### src/rtl/cp0_exc_unit.sv
// Coprocessor-0 for the multi-cycle MIPS core: SR, Cause, EPC and PrID,
// hardware interrupt synchronisation, and the irq request to the controller.
module cp0_exc_unit #(
  parameter logic [31:0] PRID    = 32'h0000_4D49,
  parameter bit          SYNC_EN = 1'b1
) (
  input  logic        clk,
  input  logic        rst,
  input  logic [4:0]  sel,
  input  logic [31:0] din,
  input  logic        we,
  input  logic [31:2] pc,
  input  logic [5:0]  hwint,
  input  logic        exl_set,
  input  logic        exl_clr,
  output logic        irq,
  output logic [31:2] epc,
  output logic [31:0] dout
);

  localparam int unsigned NINT  = 6;
  localparam int unsigned SELW  = 5;
  localparam logic [SELW-1:0] SEL_SR    = SELW'(12);
  localparam logic [SELW-1:0] SEL_CAUSE = SELW'(13);
  localparam logic [SELW-1:0] SEL_EPC   = SELW'(14);
  localparam logic [SELW-1:0] SEL_PRID  = SELW'(15);

  logic [NINT-1:0] im;
  logic [NINT-1:0] ip;
  logic [NINT-1:0] ip_in;
  logic            exl;
  logic            ie;

  // Bring the asynchronous interrupt levels into the clock domain
  if (SYNC_EN) begin : g_sync2
    logic [NINT-1:0] sync1;
    logic [NINT-1:0] sync2;

    // Two-flop synchroniser
    always_ff @(posedge clk) begin
      if (rst) begin
        sync1 <= '0;
        sync2 <= '0;
      end else begin
        sync1 <= hwint;
        sync2 <= sync1;
      end
    end

    assign ip_in = sync2;
  end else begin : g_sync1
    logic [NINT-1:0] sync1;

    // Single sampling flop
    always_ff @(posedge clk) begin
      if (rst) begin
        sync1 <= '0;
      end else begin
        sync1 <= hwint;
      end
    end

    assign ip_in = sync1;
  end

  // Cause.IP follows the synchronised levels; it is not sticky
  always_ff @(posedge clk) begin
    if (rst) begin
      ip <= '0;
    end else begin
      ip <= ip_in;
    end
  end

  // SR fields: mtc0 loads them, the exception strobes then override EXL
  always_ff @(posedge clk) begin
    if (rst) begin
      im  <= '0;
      ie  <= 1'b0;
      exl <= 1'b0;
    end else begin
      if (we && sel == SEL_SR) begin
        im  <= din[15:10];
        exl <= din[1];
        ie  <= din[0];
      end
      if (exl_set) begin
        exl <= 1'b1;
      end else if (exl_clr) begin
        exl <= 1'b0;
      end
    end
  end

  // EPC: interrupt entry captures the PC and beats a same-cycle mtc0
  always_ff @(posedge clk) begin
    if (rst) begin
      epc <= '0;
    end else if (exl_set) begin
      epc <= pc;
    end else if (we && sel == SEL_EPC) begin
      epc <= din[31:2];
    end
  end

  // Interrupt request: any enabled pending line while not already in an exception
  always_comb begin
    irq = (|(ip & im)) & ie & ~exl;
  end

  // mfc0 read mux on the pre-edge register values
  always_comb begin
    dout = 32'h0;
    case (sel)
      SEL_SR:    dout = {16'h0, im, 8'h0, exl, ie};
      SEL_CAUSE: dout = {16'h0, ip, 10'h0};
      SEL_EPC:   dout = {epc, 2'b00};
      SEL_PRID:  dout = PRID;
      default:   dout = 32'h0;
    endcase
  end

endmodule

### config.mk
export PLATFORM = sky130hd
export DESIGN_NAME = cp0_exc_unit
export DESIGN_NICKNAME = d
export VERILOG_FILES = /design/src/rtl/cp0_exc_unit.sv
export SDC_FILE = /design/constraint.sdc
export NUM_CORES = 1
export LEC_CHECK = 0
export BUFFER_PORTS_ARGS = -buffer_cell sky130_fd_sc_hd__buf_2
export CAP_MARGIN = 20
export CORE_MARGIN = 2
export CORE_UTILIZATION = 49
export CTS_CLUSTER_DIAMETER = 40
export DETAILED_ROUTE_END_ITERATION = 10
export PLACE_DENSITY_LB_ADDON = 0.3
export SYNTH_ARGS = -nofsm -noshare
export SYNTH_HDL_FRONTEND = slang
export SYNTH_SLANG_ARGS = --single-unit
### constraint.sdc
create_clock -name clk -period 2.8 [get_ports clk]
set_input_delay 0.14 -clock clk [delete_from_list [all_inputs] [get_ports clk]]
set_output_delay 0.14 -clock clk [all_outputs]
set_load 0.03 [all_outputs]
==> run_results.csv <==
group,metric,value,unit
floorplanning,start_util,50.9,%
detailed_routing,viasPerCell,5.70,
detailed_routing,drt_first_pass_iters,4,
floorplanning,die_w,79.9,um
cells_and_area,final_design_area_no_fill,0.00356,mm2
sta,finClkSkew,0.00244,ns
worst_hold_path,hold_path.class,"input pin to register",
logic_synthesis,syn_inst,320,
critical_path,worstPathRequired,2.66,ns
global_routing,grt_pass1_wl,12300,um
detailed_routing,wl_per_cell,15.2,um
critical_path,critPathLaunch,"sel[4]",
placement,place_hpwl,5440,um
run,cap_violations,0,
cells_and_area,drive_gt1_share,37.4,%
worst_hold_path,min_to,"g_sync2.sync1[5]",
sta,relSlewSlack,38.1,%
global_routing,grt-ovfl-total,0,
critical_path,cp-start-kind,"input pin",
outcome,outcome,"complete, no violations",
critical_path,reg2reg_from,"exl",
sta,worst_pin_slew,0.929,ns
logic_synthesis,ys_seq_elements,56,
cells_and_area,diodes,0,
logic_synthesis,syn_area,0.00282,mm2
critical_path,arrival,1.64,ns
placement,dpl.cell_count,500,
floorplanning,die_h,79.9,um
logic_synthesis,netlist.top_cell.by_area,"dfxtp_1",
worst_hold_path,min-delay-start,"hwint[5]",
sta,finalHoldViolations,0,
global_routing,grt_max_degree,49,
critical_path,timing.rr.end,"exl",
detailed_routing,ant_nets,0,
sta,drv_slew,0,
detailed_routing,drtIter0Drc,176,
cts,cts_buffers,5,
cells_and_area,areaGrowthSynthToFinish,26.0,%
logic_synthesis,synth_top_area_share,39.7,%
cts,clk_path_buf_depth,2,
floorplanning,dieArea,0.00638,mm2
critical_path,endpoint_kind,"output port",
cts,cts-hold-fix-buffers,0,
detailed_routing,vias,2895,
logic_synthesis,yosys_warnings,0,
critical_path,cp_max_fo,28,
sta,rsz0062_at_grt,"false",
logic_synthesis,synth.distinct_cells,32,
sta,fmax,562,MHz
sta,tns,0,ns
logic_synthesis,synth_nets,398,
placement,place.gp.congestion,0.823,
critical_path,r2r_cells,3,
critical_path,max_stage_delay,0.83,ns
logic_synthesis,yosys-top-cells-area,"dfxtp_1, nor4_1, nor2b_1",
power,powerDensity,480,mW/mm2
floorplanning,core,0.00554,mm2
sta,setup_viol,0,
placement,dpl_cell_area,0.00345,mm2
cts,post_cts_buffers,0,
cts,clk_pin_slew,0.10,ns
global_routing,grt_use_total,24.2,%
placement,io_buffers,140,
critical_path,cp_common_cell,"buf_2",
worst_hold_path,min_path_cells,2,
cts,clk_latency,0.30,ns
logic_synthesis,synth.avg_cell_area,8.82,um2
critical_path,crit_chain,"buf_2 > and3b_1 > o221a_2 > buf_2",
power,max-vdd-ir-drop,323,uV
critical_path,regToRegSetupSlack,1.93,ns
sta,period_minus_slack,1.78,ns
critical_path,cp_slowest_cell,"and3b_1",
logic_synthesis,yosysSeqAreaShare,39.7,%
cts,cts-resized-gates,0,
sta,finalCritPeriodShare,63.5,%
cts,clockRootBuffer,"clkbuf_8",
cts,cts_tree,"yes",
cts,htreeDepth,2,
floorplanning,std_cell_rows,27,
floorplanning,ios,141,
cts,cts.sinks,56,
detailed_routing,drc,0,
detailed_routing,wl,7720,um
cells_and_area,final_nets,513,
cells_and_area,stdcell_count,508,
critical_path,crit_type,"input pin to output port",
global_routing,antenna_found_initial,0,
power,p_leak,1.64,nW
global_routing,grt_pass1_vias,2485,
==> state kept, by name (all words and copies together), names as in the netlist <==
name,count
im,6
g_sync2.sync2,6
g_sync2.sync1,6
ie,1
ip,6
exl,1
epc,30
==> power breakdown <==
| group | switching (mW) | total (mW) | leakage [nW] | internal [mW] |
|---|---|---|---|---|
| Clock | 0.245 | 0.511 | 0.0552 | 0.266 |
| Combinational | 0.203 | 0.328 | 1.12 | 0.124 |
| Sequential | 0.0277 | 0.867 | 0.463 | 0.839 |
==> cell usage in the layout (no fill, tap or decap), types with 7 or more instances in the layout <==
master,synthesis,routed
a211oi_1,30,30
buf_2,13,140
nor4_1,59,59
o21ai_0,7,7
dfxtp_1,56,56
nand3_1,8,8
nor2b_1,49,48
nor2_1,10,10
and3_1,22,22
a21oi_1,8,8
==> how the worst max path moves through the flow <==
stage                          end  depth (start not counted)  slack (ns)
after floorplan                irq                          2        1.40
after global placement      epc[6]                          5        1.11
after detailed placement   epc[24]                          5        1.04
after CTS                 dout[10]                          4        1.09
after global routing       dout[6]                          5        0.85
final                     dout[10]                          4        1.02
==> routing by layer <==
layer | track usage [%] | wire length [um] | vias to the layer above
li1 | - | - | 1429
met1 | 32.6 | 3330 | 1309
met2 | 39.8 | 3600 | 148
met3 | 4.52 | 699 | 9
met4 | 6.10 | 91 | 0
met5 | 0 | 0 | -
==> synthesized netlist by cell type <==
cell type / number
nor4_1: 59
and3b_1: 1
mux2_2: 3
nor2b_1: 49
a2bb2oi_1: 3
nor3b_1: 1
nand4_1: 1
a21oi_1: 8
nand3b_1: 1
and4b_1: 1
buf_2: 13
clkbuf_1: 19
and3_1: 22
or2_0: 1
nor2_1: 10
a22oi_1: 3
inv_1: 1
mux2i_1: 3
nand2_1: 3
a311oi_1: 1
buf_12: 3
o21ai_0: 7
dfxtp_1: 56
buf_4: 1
a311o_1: 1
a211oi_1: 30
buf_6: 3
o221a_2: 3
nand3_1: 8
nand4b_2: 1
nand2b_1: 3
nor4_2: 1
==> area by class of cell <==
type / instances / area (um2)
Clock buffer: 6 / 72.6
Tap cell: 72 / 90.1
Clock inverter: 2 / 35.0
Sequential cell: 56 / 1120
Fill cell: 500 / 1980
Multi-Input combinational cell: 224 / 1470
Timing Repair Buffer: 147 / 766
Inverter: 1 / 3.75
==> critical path: cells and delay by family <==
family,cells,cell delay (ns)
compound gates,1,0.35
simple gates,1,0.83
buf+inv,2,0.32
==> logic make-up (layout without fill, tap and decap cells) <==
logic type             after synthesis  after routing  share of synthesized area [%]
DFF                                 56             56                           39.7
and+or+nand+nor                    162            162                           35.2
muxes                                6              6                           2.26
buffers and inverters               40            156                           8.55
AOI/OAI and AO/OA                   56             56                           14.2
==> through the flow <==
stage,worst slack (ns),power (mW),util [%],hold WS (ns)
final,1.02,1.71,64.2,0.0385
after global routing,0.850,1.78,64.2,0.0383
after CTS,1.09,1.72,64.2,0.0336
after detailed placement,1.04,1.21,62.2,0.352
after global placement,1.11,1.21,62.2,0.346
after floorplan,1.40,1.09,-,0.268
Note: power is estimated with default switching activity, not from simulation.
